===== src/rtl/riscv_pkg.sv =====
// riscv_pkg: shared core widths, constants and the fetch packet type
package riscv_pkg;
  localparam int XLEN = 32;
  localparam int ILEN = 32;
  localparam logic [ILEN-1:0] INSTR_NOP = 32'h0000_0013;
  localparam logic [XLEN-1:0] DEFAULT_RESET_PC = 32'h0000_0000;
  typedef struct packed {
    logic [XLEN-1:0] pc;
    logic [ILEN-1:0] instr;
  } fetch_pkt_t;
endpackage


===== src/rtl/fetch_fifo.sv =====
// fetch_fifo: sync prefetch FIFO of fetch packets with async reset and flush
module fetch_fifo
  import riscv_pkg::*;
#(
  parameter int DEPTH = 2
) (
  input  logic       clk,
  input  logic       reset,
  input  logic       push,
  input  logic       pop,
  input  logic       flush,
  input  fetch_pkt_t din,
  output logic       full,
  output logic       empty,
  output fetch_pkt_t head
);
  localparam int AW = $clog2(DEPTH);
  localparam int CW = $clog2(DEPTH + 1);
  logic [AW-1:0] wr_ptr, rd_ptr;
  logic [CW-1:0] count;
  fetch_pkt_t mem [DEPTH];
  assign full  = count == CW'(DEPTH);
  assign empty = count == '0;
  assign head  = mem[rd_ptr];
  // storage and pointers; flush drops all entries, pointers wrap on power-of-two depth
  always_ff @(posedge clk or posedge reset) begin
    if (reset) begin
      wr_ptr <= '0;
      rd_ptr <= '0;
      count  <= '0;
      for (int i = 0; i < DEPTH; i++) mem[i] <= '0;
    end else if (flush) begin
      wr_ptr <= '0;
      rd_ptr <= '0;
      count  <= '0;
    end else begin
      if (push) mem[wr_ptr] <= din;
      if (push) wr_ptr <= wr_ptr + 1'b1;
      if (pop) rd_ptr <= rd_ptr + 1'b1;
      count <= count + CW'(push) - CW'(pop);
    end
  end
endmodule


===== src/rtl/ifetch_ctrl.sv =====
// ifetch_ctrl: fetch sequencer feeding {pc, instr} pairs from the ROM to decode
module ifetch_ctrl
  import riscv_pkg::*;
#(
  parameter logic [XLEN-1:0] RESET_PC   = DEFAULT_RESET_PC,
  parameter int              MEM_WORDS  = 32,
  parameter int              FIFO_DEPTH = 2
) (
  input  logic            clk,
  input  logic            reset,
  output logic [XLEN-1:0] imem_pc,
  input  logic [ILEN-1:0] imem_instr,
  input  logic            redirect_valid,
  input  logic [XLEN-1:0] redirect_pc,
  output logic            out_valid,
  input  logic            out_ready,
  output logic [ILEN-1:0] out_instr,
  output logic [XLEN-1:0] out_pc,
  output logic            fetch_fault
);
  logic [XLEN-1:0] fetch_pc;
  logic fault_c, push, pop, full, empty;
  fetch_pkt_t head, hold;
  assign imem_pc   = fetch_pc;
  assign fault_c   = fetch_pc[1:0] != 2'b00 || fetch_pc >= XLEN'(MEM_WORDS * 4);
  assign out_valid = !empty;
  assign pop       = !redirect_valid && !empty && out_ready;
  assign push      = !redirect_valid && !fetch_fault && !fault_c && (!full || pop);
  assign out_pc    = empty ? hold.pc : head.pc;
  assign out_instr = empty ? hold.instr : head.instr;
  fetch_fifo #(.DEPTH(FIFO_DEPTH)) u_fifo (
    .clk   (clk),
    .reset (reset),
    .push  (push),
    .pop   (pop),
    .flush (redirect_valid),
    .din   ('{pc: fetch_pc, instr: imem_instr}),
    .full  (full),
    .empty (empty),
    .head  (head)
  );
  // fetch PC advance/redirect, sticky fault, and last-presented head held while empty
  always_ff @(posedge clk or posedge reset) begin
    if (reset) begin
      fetch_pc    <= RESET_PC;
      fetch_fault <= 1'b0;
      hold        <= '0;
    end else begin
      fetch_pc    <= redirect_valid ? redirect_pc : push ? fetch_pc + 32'd4 : fetch_pc;
      fetch_fault <= !redirect_valid && (fetch_fault || fault_c);
      if (!empty) hold <= head;
    end
  end
endmodule


===== config.mk =====
export PLATFORM = sky130hd
export DESIGN_NAME = ifetch_ctrl
export DESIGN_NICKNAME = d
export VERILOG_FILES = /design/src/rtl/riscv_pkg.sv /design/src/rtl/fetch_fifo.sv /design/src/rtl/ifetch_ctrl.sv
export SDC_FILE = /design/constraint.sdc
export NUM_CORES = 1
export LEC_CHECK = 0
export ABC_AREA = 1
export BUFFER_PORTS_ARGS = -buffer_cell sky130_fd_sc_hd__buf_2
export CORE_ASPECT_RATIO = 1.4
export CORE_MARGIN = 5
export CORE_UTILIZATION = 50
export DETAILED_ROUTE_END_ITERATION = 12
export GPL_ROUTABILITY_DRIVEN = 0
export PLACE_DENSITY = 0.72
export SYNTH_ARGS = -nofsm -noshare
export SYNTH_HDL_FRONTEND = slang
export SYNTH_SLANG_ARGS = --single-unit

===== constraint.sdc =====
create_clock -name clk -period 7.75 [get_ports clk]
set_clock_uncertainty 0.05 [all_clocks]
set_input_delay 0 -clock clk [delete_from_list [all_inputs] [get_ports clk]]
set_output_delay 0 -clock clk [all_outputs]
set_load 0.005 [all_outputs]

Yosys cells after proc, flatten, opt, wreduce, memory -nomap -nowiden:

Cells that the tools add are included.

* mux-type cells: 15
* bitwise operators: 3
* equal/unequal tests: 1
* magnitude comparators: 4
* reduce and logical (&&, ||, !) cells: 20
* multiply operators: 0
* shift-type cells: 0
* divide/modulo/power cells: 0
* add/subtract/negate cells: 5

Operators with widths (number)
* $mux W64: 4
* $bwmux W128: 1
* $mux W32: 4
* $demux W64 S1: 1
* $add A32 B3 Y32 const B: 1
* $ge A32 B8 Y1 const B: 1
* $logic_and A1 B1 Y1: 7
* $reduce_bool A2 Y1: 3
* $logic_not A1 Y1: 5
* $ge A2 B2 Y1 const B: 2
* $mux W1: 4
* $not A1 Y2: 2
* $logic_or A1 B1 Y1: 3
* $add A1 B1 Y1 const B: 2
* $add A2 B1 Y2: 1
* $eq A2 B2 Y1 const B: 1
* $logic_not A2 Y1: 1
* $lt A2 B1 Y1 const B: 1
* $mux W2: 1
* $reduce_and A2 Y1: 1
* $sub A2 B1 Y2: 1
* $not A1 Y1: 1

* bits in writable memories: 0
* register bits after elaboration: 229
* word-level logic and storage cells: 59
* bits in read-only memories: 0
* bits of input ports: 68
* memories: 0
* bits in latches: 0

Logic depth before layout (Yosys ltp):

Gate-level depths: netlist of run 1.

* word-level depth: 9
* depth in mapped cells: 10

Cells and area by module:

From an unflattened synthesis of run 1, not the netlist that was laid out.

* cells, all modules: 1046
* area total of the unflattened synthesis: 10169.8 um^2

By module, submodules not included
* fetch_fifo: area each 6100.9 um^2, cells each 576, times used 1
* ifetch_ctrl: area each 4068.9 um^2, cells each 470, times used 1

Least setup slack after synthesis of run 1:

Ideal clock, no wire load.

* path type: flip-flop to flip-flop
* from: reg u_fifo.count[1]
* to: reg u_fifo.count[1]
* data arrival time: 1776 ps
* stages on the path, launching flop included: 10
* slack: 5793 ps
* period minus slack after synthesis: 1957 ps
* path buffers: 2
* required time: 7569 ps
* library setup time: 131 ps
* cell sequence: dfrtp_1 -> nor2_1 -> buf_2 -> clkbuf_1 -> nor3_1 -> ha_1 -> inv_1 -> ha_1 -> xor2_1 -> nor2_1

* word-level cells in the longest chain between the ends: 9

Ends and longest elaborated chain
* from (decl): RTL line fetch_fifo.sv:20 `logic [CW-1:0] count;`
* from (signal assigned): RTL line fetch_fifo.sv:40 `count <= count + CW'(push) - CW'(pop);`
* $logic_not A2 Y1: RTL line fetch_fifo.sv:23 `assign empty = count == '0;`
* $logic_not A1 Y1
* $logic_and A1 B1 Y1 (2 in a row): RTL line ifetch_ctrl.sv:27 `assign pop = !redirect_valid && !empty && out_ready;`
* $logic_or A1 B1 Y1: RTL line ifetch_ctrl.sv:28 `assign push = !redirect_valid && !fetch_fault && !fault_c && (!full || pop);`
* $logic_and A1 B1 Y1: RTL line ifetch_ctrl.sv:28
* $add A2 B1 Y2: RTL line fetch_fifo.sv:40
* $sub A2 B1 Y2 (*): RTL line fetch_fifo.sv:40
* $mux W2 (*): RTL line fetch_fifo.sv:32 `end else if (flush) begin`

Mark *: on every way between the ends. The rest lies on a longest branch, timed or not.
A chain may end at the register's enable or synchronous reset.

Worst setup path in the final report of run 1:

* from: reg fetch_pc[14] (netlist: imem_pc[14])
* to: reg u_fifo.count[1]

* word-level cells in the longest chain between the ends: 8

Ends and longest elaborated chain
* from (decl): RTL line ifetch_ctrl.sv:21 `logic [XLEN-1:0] fetch_pc;`
* from (signal assigned): RTL line ifetch_ctrl.sv:49 `fetch_pc <= redirect_valid ? redirect_pc : push ? fetch_pc + 32'd4 : fetch_pc;`
* $ge A32 B8 Y1: RTL line ifetch_ctrl.sv:25 `assign fault_c = fetch_pc[1:0] != 2'b00 || fetch_pc >= XLEN'(MEM_WORDS * 4);`
* $logic_or A1 B1 Y1: RTL line ifetch_ctrl.sv:25
* $logic_not A1 Y1: RTL line ifetch_ctrl.sv:28
* $logic_and A1 B1 Y1 (2 in a row): RTL line ifetch_ctrl.sv:28
* $add A2 B1 Y2: RTL line fetch_fifo.sv:40
* $sub A2 B1 Y2: RTL line fetch_fifo.sv:40
* $mux W2: RTL line fetch_fifo.sv:32

No other way between the ends.

==> results by group, run 1 <==
STA
  • Relative slew margins: 0.266
  • Max Freq: 0.321 GHz
  • Measured slew at the worst slew-check pin: 1.10 ns
  • RSZ-0062 raised after global routing: no
  • Final min period: a little over 3 ns
  • Tcrit/Tclk final: 0.403
  • Post-route setup slack: 4.63 ns
  • Hold Slack: roughly 0.028 ns
  • Pins Over Slew Limit: 0
  • Final hold vios: 0
  • Final Setup Violations: 0
  • Setup tns final: 0 ns

Finish
  • Layout net count: about 1,400
  • Commonest non-fill, non-tap cell in the layout: nand2_1
  • Final core occ: 0.626
  • Area growth, synth to finish: 24.7%
  • Commonest cells after routing, fill and taps aside: nand2_1, dfrtp_1, buf_2
  • N_diodes: 0
  • Share of cells above drive strength 1: 0.208
  • Layout fillers: ~1,600

Placement
  • Port buffer count: between 150 and 200
  • DP Worst Slack: 4.70 ns
  • Final HPWL from detailed placement: roughly 13,000 µm

Global route
  • GR Overflow Total: 0
  • Vias in the first global route: 7,897
  • Antenna violations before repair: 0
  • Largest net degree at the start of global routing: 151
  • First-pass GRT wire length: between 30,000 and 40,000 µm
  • Total track usage: 0.207

Clock tree
  • Clk buf depth: 3
  • TritonCTS buffer count: 23
  • Sink Count: ~230
  • CTS root buf: clkbuf_16
  • CTS tree: done
  • Clk slew on worst S/H paths: roughly 0.060 ns
  • # H-tree levels: 1
  • Worst-skew pair later-pin latency: about 0.50 ns
  • Setup Buffers After CTS: 0

Worst setup path
  • FF-to-FF setup slack: approximately 4.6 ns
  • Crit path to: u_fifo.count[1]
  • Stages on the worst setup path: 9
  • CP Capture Type: flop
  • Buf+Inv Stages, Crit Path: 1
  • Cell-by-cell trace of the critical path: nor2_1, nand3_1, nor2_2, nand4_4, nor2_4, buf_4, ha_1, xor2_1, nor2_1
  • CP Launch Type: flop
  • RR Endpoint: u_fifo.count[1]
  • Setup Crit Path Kind: reg2reg
  • Cell family with most CP delay: simple AND/OR/NAND/NOR gates
  • Crit-path max cell delay: roughly 0.75 ns
  • Crit path from: imem_pc[14]
  • CP max stage cell: nor2_4
  • Start of the worst register-to-register path: imem_pc[14]
  • Crit-path max FO: slightly above 40
  • Crit path top cell by count: nor2_1
  • Worst r2r path cells: 9
  • Worst EP required: 8.05 ns
  • WP data arrival: 3.42 ns

Floorplan
  • Effective utilization at floorplan: 0.502
  • Die Y: approximately 170 µm
  • Die span in x: 127 µm
  • Io pins: ~170
  • Cell Rows: 60
  • Total die area: roughly 0.022 mm²
  • Core Region: between 0.015 and 0.02 mm²

Synthesis
  • Post-synthesis sequential area ratio: 0.598
  • Synth Register Bits: between 200 and 250
  • Ys Warns: 0
  • Post-Syn Area: 0.00958 mm²
  • Cell taking the most area after synthesis: dfrtp_1
  • Share of the synthesized area in the top cell type: 0.598
  • Syn Area/Cell: ~8.6 µm²
  • Post-synthesis net count: 1,189
  • Area contributors post-synth: dfrtp_1, nand2_1, o21ai_0
  • Synthesized instance count: about 1,100
  • Post-synth cell types: 23

Route
  • Wirelength per Cell: ~14 µm
  • DRC: 0
  • Vias per inst: about 5
  • Initial DRC Count: between 400 and 500
  • Antenna-violating nets left: 0
  • Vias: about 7,800
  • Number of detailed-route iterations in the first pass: 5
  • Routed wire length: ~22,000 µm

Status
  • Status: finished, final reports clean

Power and ir drop
  • Pwr/cell area: 218 mW/mm²
  • Leakage dissipation: 6.34 nW
  • Max VDD drop: about 0.16 mV
  • Power Total: roughly 0.0026 W

Run
  • Max-cap check violation count: 0

Min path
  • Type of the worst min-delay path: in2reg
[repair_timing]
action	CTS	global route
endpoints found under the setup margin	0	0
hold buffers	66	0
hold endpoints to repair	246	0
gates resized for setup	0	0
[how the worst min path moves through the flow]
stage	depth (start not counted)	end	slack [ns]	from
5_1_grt	3	imem_pc[30]	0.06	redirect_valid
2_1_floorplan	2	imem_pc[0]	0.07	redirect_pc[0]
6_report	3	imem_pc[20]	0.03	redirect_valid
4_1_cts	3	imem_pc[18]	0.002	redirect_valid
3_5_place_dp	3	imem_pc[23]	0.15	redirect_pc[23]
3_3_place_gp	3	imem_pc[23]	0.15	redirect_pc[23]
[report_power, final]
group	internal, W	switching, W	leakage [nW]
combinational	0.0000790	0.0000948	2.80
sequential	0.00123	0.0000216	3.13
clock	0.000724	0.000451	0.402
[worst register-to-register path, stage by stage, from the launching register on]
cell,delay (ns)
dfrtp_1,0.39
nor2_1,0.13
nand3_1,0.12
nor2_2,0.21
nand4_4,0.38
nor2_4,0.76
buf_4,0.51
ha_1,0.24
xor2_1,0.13
nor2_1,0.06
[logic make-up after synthesis]
family | synth area share
xor+xnor | 0.00549
buf+inv | 0.0864
simple gates | 0.232
flops | 0.598
fa+ha+maj | 0.00523
compound gates | 0.0727
[sequential cells by signal, summed over array words and instances (netlist names)]
register and count:
u_fifo.count 2, hold 64, u_fifo.wr_ptr 1, fetch_fault 1, u_fifo.rd_ptr 1, u_fifo.mem 128, imem_pc 32
[cell usage after synthesis]
library cell / n
nand2_1: 400
xor2_1: 5
nor2_1: 20
nand4_4: 2
inv_1: 79
nor2_2: 2
nor3b_1: 1
inv_2: 55
nand3_1: 105
ha_1: 4
nor2_4: 3
xnor2_1: 1
o21ai_0: 137
buf_4: 4
a21oi_1: 1
dfrtp_1: 229
nand4_1: 1
buf_6: 6
buf_2: 7
nor3_1: 3
clkbuf_1: 46
buf_1: 5
o21ai_1: 1
[cell type report]
type                    count  area [µm²]  share of cell area
clock inverters            11         158              0.0132
flip-flops and latches    229        5730               0.480
well taps                 248         310              0.0260
clock buffers              30         652              0.0546
inverters                 134         510              0.0428
multi-input cells         686        3030               0.253
repair buffers            239        1550               0.130
[routing by layer]
metal | up-vias | GRT usage | part of all wire
li1 | 3841 | - | -
met1 | 3693 | 0.272 | 0.43
met2 | 188 | 0.348 | 0.50
met3 | 59 | 0.0302 | 0.041
met4 | 0 | 0.0778 | 0.035
met5 | - | 0 | 0
[metrics by stage]
stage / std cells / instance area, µm²
after floorplan: 1117 / 9580
after global placement: 1470 / 10500
after detailed placement: 1470 / 10500
after CTS: 1577 / 11900
after global routing: 1577 / 11900
final: 1577 / 11900
Note: power is estimated with default switching activity, not from simulation.
==> run 2: changes to the inputs <==
--- a/config.mk
+++ b/config.mk
@@ -12,7 +12,7 @@
 export CORE_UTILIZATION = 50
 export DETAILED_ROUTE_END_ITERATION = 12
 export GPL_ROUTABILITY_DRIVEN = 0
-export PLACE_DENSITY = 0.72
+export PLACE_DENSITY = 0.75
 export SYNTH_ARGS = -nofsm -noshare
 export SYNTH_HDL_FRONTEND = slang
 export SYNTH_SLANG_ARGS = --single-unit
==> constraint.sdc (replaced) <==
create_clock -name clk -period 2.7 [get_ports clk]
set_clock_uncertainty 0.05 [all_clocks]
set_input_delay 0 -clock clk [delete_from_list [all_inputs] [get_ports clk]]
set_output_delay 0 -clock clk [all_outputs]
set_load 0.005 [all_outputs]
==> run 2 against run 1 <==
  * Core utilization up 1.4 points
  * Sequential cell count unchanged
  * Non-clock buffer count up 24
  * Via count up 2.9%
  * Combinational power rose to 3.1 times the previous value
  * Count of clock-buffer cells in the layout up 2
  * Largest power group unchanged
==> results by group, run 2 (synthesis results as in run 1) <==
Status
  • Status: finished, final reports clean

Route
  • Metal2 WL: 12,400 µm (+13%)
  • WL met1: 9550 µm (+0.40%)
  • Vias: 8,005 (+2.9%)
  • DRC: 0 (unchanged)
  • Initial DRC Count: 504 (+13%)
  • Wirelength per Cell: 14.8 µm (+5.4%)
  • Met3 routed WL: 1030 µm (+12%)
  • Routed wire length: 23,800 µm (+7.1%)
  • Vias per inst: 5.00 (+1.3%)
  • Max layer used: met4
  • Antenna-violating nets left: 0 (unchanged)
  • Number of detailed-route iterations in the first pass: 5 (unchanged)

Floorplan
  • Die span in x: 127 µm (unchanged)
  • Effective utilization at floorplan: 0.502 (unchanged)
  • Io pins: 166 (unchanged)
  • Cell Rows: 60 (unchanged)
  • Total die area: 0.0221 mm² (unchanged)
  • Die Y: 174 µm (unchanged)
  • Core Region: 0.0191 mm² (unchanged)

Clock tree
  • Clk buf depth: 3 (unchanged)
  • Worst-skew pair later-pin latency: 0.52 ns (+0.02 ns)
  • CTS tree: done
  • # H-tree levels: 1 (unchanged)
  • TritonCTS buffer count: 23 (unchanged)
  • Clk slew on worst S/H paths: 0.06 ns (about the same)
  • Post-cts sizing count: 0 (unchanged)
  • Sink Count: 229 (unchanged)
  • CTS root buf: clkbuf_16

Worst setup path
  • CP Capture Type: primary output
  • Crit-path max FO: 88 (+110%)
  • Setup Crit Path Kind: reg2out
  • Cell family with most CP delay: buffers and inverters
  • WP data arrival: 2.30 ns (-1.12 ns)
  • Cell-by-cell trace of the critical path: nor2_4, buf_4, o21ai_0, buf_2
  • Worst EP required: 2.65 ns (-5.40 ns)
  • Crit-path max cell delay: 0.62 ns (-0.13 ns)
  • Buf+Inv Stages, Crit Path: 2 (+1)
  • CP Launch Type: flop
  • CP max stage cell: buf_4

Placement
  • Final HPWL from detailed placement: 14,000 µm (+8.0%)
  • Port buffer count: 165 (unchanged)
  • DP Worst Slack: 0.686 ns (-4.01 ns)

STA
  • Hold Slack: 0.178 ns (+0.150 ns)
  • Pins Over Slew Limit: 0 (unchanged)
  • RSZ-0062 raised after global routing: no
  • Measured slew at the worst slew-check pin: 0.937 ns (-0.162 ns)
  • Final min period: roughly 2.4 ns
  • Post-route setup slack: 0.345 ns (-4.29 ns)
  • Final hold vios: 0 (unchanged)
  • Relative slew margins: 0.374 (+0.108)
  • Tcrit/Tclk final: 0.872
  • Max Freq: between 0.4 and 0.5 GHz
  • Final Setup Violations: 0 (unchanged)

Finish
  • Number of flip-flops under the largest register name: 128 (unchanged)
  • Share of cells above drive strength 1: 0.213 (+0.00459)
  • Commonest non-fill, non-tap cell in the layout: nand2_1
  • Layout fillers: 1,582 (-3.9%)
  • Area growth, synth to finish: 27.5%
  • Most flops, register: u_fifo.mem
  • Layout net count: 1,409 (+1.7%)
  • Commonest cells after routing, fill and taps aside: nand2_1, dfrtp_1, buf_2

Power and ir drop
  • Leakage dissipation: 6.45 nW (+1.7%)
  • Pwr/cell area: 612 mW/mm² (+180%)
  • Power Total: 0.00747 W (+190%)
  • Max VDD drop: 0.583 mV (+270%)

Global route
  • First-pass GRT wire length: 39,500 µm (+2.8%)
  • Vias in the first global route: 8,217 (+4.1%)
  • Largest net degree at the start of global routing: 110 (-27%)
  • Antenna violations before repair: 2 (+2)
  • Total track usage: 0.215 (+0.00788)
  • GR Overflow Total: 0 (unchanged)

Min path
  • Type of the worst min-delay path: in2reg

Run
  • Max-cap check violation count: 0 (unchanged)
[run 2: worst paths after layout]
path / from / endpoint / slack [ns] / cells past startpoint
worst max-delay path: u_fifo.count[0] / out_pc[0] / 0.35 / 4
worst min register to register: u_fifo.mem[124] / u_fifo.mem[124] / 0.42 / 2
min in group asynchronous: reset / imem_pc[2] / 0.20 / 3
worst min-delay path: redirect_pc[19] / imem_pc[19] / 0.18 / 4
max in group asynchronous: reset / hold[53] / 1.66 / 4
worst max register to register: u_fifo.rd_ptr / u_fifo.rd_ptr / 0.54 / 4
[run 2: where the power goes]
part	internal, W	leakage, nW	total, W	switching [W]
Sequential	0.00353	3.13	0.00361	0.0000711
Clock	0.00202	0.398	0.00334	0.00132
Combinational	0.000252	2.92	0.000531	0.000279
[run 2: layout make-up]
class                           count  area, µm²  area share
Timing Repair Buffer              263       1830       0.150
Antenna cell                        2       5.00    0.000410
Tap cell                          248        310      0.0254
Clock inverter                      8        130      0.0107
Clock buffer                       32        669      0.0548
Inverter                          134        507      0.0415
Multi-Input combinational cell    686       3030       0.248
Sequential cell                   229       5740       0.470
[run 2: stage by stage]
step                      instance area [µm²]  utilization  cells  TNS (ns)
after floorplan                          9580            -   1117    -78.77
after global placement                  10600        0.556   1481         0
final                                   12200        0.640   1602         0
after global routing                    12200        0.640   1602         0
after detailed placement                10600        0.556   1481         0
after CTS                               12200        0.639   1599         0
[run 2: worst register-to-register path: stages (launching register included)]
cell,delay (ns)
dfrtp_4,0.84
buf_16,0.30
nor3b_1,0.21
nor3_1,0.07
dlygate4sd3_1,0.57
[run 2: metal layers]
metal  track usage  vias up
met4        0.0850        0
met1         0.258     3821
met3        0.0271       69
li1              -     3884
met5             0        -
met2         0.388      231
[run 2: timing repair]
item | 4_1_cts | 5_1_grt
endpoints found under the setup margin | 0 | 10
buffers inserted | 0 | 1
hold buffers | 78 | 0
hold endpoints to repair | 132 | 0
==> run 3: changes to the inputs <==
--- a/config.mk
+++ b/config.mk
@@ -9,10 +9,10 @@
 export BUFFER_PORTS_ARGS = -buffer_cell sky130_fd_sc_hd__buf_2
 export CORE_ASPECT_RATIO = 1.4
 export CORE_MARGIN = 5
-export CORE_UTILIZATION = 50
+export CORE_UTILIZATION = 51
 export DETAILED_ROUTE_END_ITERATION = 12
 export GPL_ROUTABILITY_DRIVEN = 0
-export PLACE_DENSITY = 0.75
+export PLACE_DENSITY = 0.77
 export SYNTH_ARGS = -nofsm -noshare
 export SYNTH_HDL_FRONTEND = slang
 export SYNTH_SLANG_ARGS = --single-unit
==> run 3 against run 2 <==
  * Power decreased by 0.39%
  * Sequential share of layout area about the same
  * Count of clock-buffer cells in the layout rose by 2
  * Clock power shrank 1%
  * Sequential power is essentially flat
==> results by group, run 3 (synthesis results as in run 1) <==
STA
  • Pins Over Slew Limit: 0 (unchanged)
  • RSZ-0062 raised after global routing: no
  • Final min period: 2.23 ns (-0.127 ns)
  • Tcrit/Tclk final: 0.825 (-0.0470)
  • Final hold vios: 0 (unchanged)
  • Relative slew margins: 0.527 (+0.153)
  • Max Freq: 0.449 GHz (+5.7%)
  • Post-route setup slack: 0.472 ns (+0.127 ns)
  • Measured slew at the worst slew-check pin: 0.710 ns (-0.227 ns)
  • Final Setup Violations: 0 (unchanged)

Worst setup path
  • Cell-by-cell trace of the critical path: buf_4, o21ai_0, o21ai_0, buf_2
  • Worst EP required: 2.65 ns (about the same)
  • Crit-path max cell delay: 0.64 ns (+0.02 ns)
  • Crit path from: u_fifo.rd_ptr
  • Start of the worst register-to-register path: u_fifo.count[1]
  • Stages on the worst setup path: 4 (unchanged)
  • CP max stage cell: dfrtp_4
  • Crit path top cell by count: o21ai_0
  • Worst r2r path cells: 6 (+2)
  • Cell family with most CP delay: flip-flops
  • RR Endpoint: u_fifo.rd_ptr
  • CP Capture Type: primary output
  • WP data arrival: 2.18 ns (-0.12 ns)
  • FF-to-FF setup slack: 0.65 ns (+0.11 ns)
  • Buf+Inv Stages, Crit Path: 2 (unchanged)
  • Setup Crit Path Kind: reg2out
  • Crit path to: out_pc[24]
  • CP Launch Type: flop
  • Crit-path max FO: 40 (-55%)

Placement
  • Placement Cell Area: 0.0106 mm² (about the same)
  • Port buffer count: 165 (unchanged)
  • DP Worst Slack: 0.769 ns (+0.0833 ns)
  • Final HPWL from detailed placement: 14,100 µm (+1.3%)

Finish
  • Layout net count: 1,411 (+0.14%)
  • Area of the multi-input gates: 0.00303 mm² (unchanged)
  • Most flops, register: u_fifo.mem
  • Share of cells above drive strength 1: 0.210 (-0.00253)
  • Area growth, synth to finish: 27.4%
  • Commonest cells after routing, fill and taps aside: nand2_1, dfrtp_1, buf_2
  • N_diodes: 0 (-2)
  • Register area: 0.00573 mm² (about the same)
  • Number of flip-flops under the largest register name: 128 (unchanged)
  • Finished Cell Area: 0.0122 mm² (-0.11%)
  • Layout fillers: 1,439 (-9.0%)
  • Commonest non-fill, non-tap cell in the layout: nand2_1

Status
  • Status: finished, final reports clean

Power and ir drop
  • Leakage dissipation: 6.43 nW (-0.19%)
  • Switching share of power: 0.218 (-0.00497)
  • Reg power frac: 0.484 (+0.002)
  • Combinational share of power: 0.072 (about the same)
  • Pint: 0.00582 W (+0.25%)
  • Power Total: 0.00744 W (-0.39%)
  • Sw power: 0.00162 W (-2.6%)
  • Pwr/cell area: 610 mW/mm² (-0.27%)
  • Clk pwr share: 0.444 (-0.003)
  • Max VDD drop: 0.478 mV (-18%)

Floorplan
  • Io pins: 166 (unchanged)
  • Die Y: 172 µm (-0.93%)
  • Core Region: 0.0185 mm² (-2.8%)
  • Cell Rows: 59 (-1.7%)
  • Die span in x: 126 µm (-0.91%)
  • Effective utilization at floorplan: 0.517 (+0.0146)
  • Total die area: 0.0217 mm² (-1.8%)

Route
  • DRC: 0 (unchanged)
  • Vias: 8,078 (+0.91%)
  • Initial DRC Count: 575 (+14%)
  • Routed wire length: 23,500 µm (-1.3%)
  • Wirelength per Cell: 14.7 µm (-1.0%)
  • Antenna-violating nets left: 0 (unchanged)
  • Vias per inst: 5.06 (+1.2%)
  • Number of detailed-route iterations in the first pass: 5 (unchanged)

Global route
  • Vias in the first global route: 8,194 (-0.28%)
  • Total track usage: 0.221 (+0.00569)
  • GR Overflow Total: 0 (unchanged)
  • Largest net degree at the start of global routing: 77 (-30%)
  • Antenna violations before repair: 0 (-2)
  • First-pass GRT wire length: 40,000 µm (+1.3%)

Clock tree
  • # H-tree levels: 1 (unchanged)
  • Post-cts sizing count: 0 (unchanged)
  • Worst-skew pair later-pin latency: 0.50 ns (-0.02 ns)
  • Clk buf depth: 3 (unchanged)
  • CTS tree: done
  • Sink Count: 229 (unchanged)
  • Clk slew on worst S/H paths: 0.06 ns (about the same)
  • TritonCTS buffer count: 23 (unchanged)
  • CTS root buf: clkbuf_16

Min path
  • Type of the worst min-delay path: in2async

Run
  • Max-cap check violation count: 0 (unchanged)
-- run 3: changes by cell type in the layout (fill, tap and decap cells not counted), sizes merged --
cell	delta
clkbuf	+2
dlygate4sd3	+3
clkinv	-2
buf	-1
diode	-2
clkinvlp	+1
inv	-1
-- run 3: tightest hold or removal path: stages --
cell and delay, ns:
dlygate4sd3_1 0.53, buf_2 0.13, clkinvlp_4 0.32
-- run 3: how the worst min path moves through the flow --
stage,end,slack (ns),from
4_1_cts,hold[41],0.003,reset
5_1_grt,hold[41],0.05,reset
3_3_place_gp,hold[41],-0.02,reset
6_report,hold[41],0.02,reset
2_1_floorplan,imem_pc[0],0.07,redirect_pc[0]
3_5_place_dp,hold[41],-0.02,reset
-- run 3: timing repair --
| action | in CTS | in global routing |
|---|---|---|
| hold endpoints to repair | 329 | 0 |
| setup buffers | 0 | 0 |
| hold buffers | 81 | 0 |
-- run 3: final cells by class --
type | count | area share
Clock buffer | 34 | 0.0563
Clock inverter | 6 | 0.00882
Sequential cell | 229 | 0.470
Multi-Input combinational cell | 686 | 0.248
Inverter | 134 | 0.0416
Timing Repair Buffer | 265 | 0.150
Tap cell | 244 | 0.0250
-- run 3: stage by stage --
| stage | hold WS (ns) | TNS [ns] | util | instances |
|---|---|---|---|---|
| 3_5_place_dp | -0.0189 | 0 | 0.572 | 1477 |
| 4_1_cts | 0.00332 | 0 | 0.658 | 1598 |
| 5_1_grt | 0.0532 | 0 | 0.658 | 1598 |
| 2_1_floorplan | 0.0667 | -78.77 | - | 1117 |
| 6_report | 0.0193 | 0 | 0.658 | 1598 |
| 3_3_place_gp | -0.0182 | 0 | 0.572 | 1477 |
-- run 3: routing by layer --
layer | track usage | part of all wire | vias up
met5 | 0 | 0 | -
met4 | 0.0985 | 0.046 | 0
met3 | 0.0309 | 0.050 | 89
met2 | 0.384 | 0.50 | 279
met1 | 0.276 | 0.41 | 3814
li1 | - | - | 3896
-- run 3: power by group through the flow --
stage	combinational, W	sequential, W	clock (W)
after CTS	0.000531	0.00360	0.00337
after global routing	0.000604	0.00361	0.00352
after detailed placement	0.000439	0.00366	0
after global placement	0.000432	0.00366	0
after floorplan	0.000204	0.00365	0
final	0.000536	0.00360	0.00330
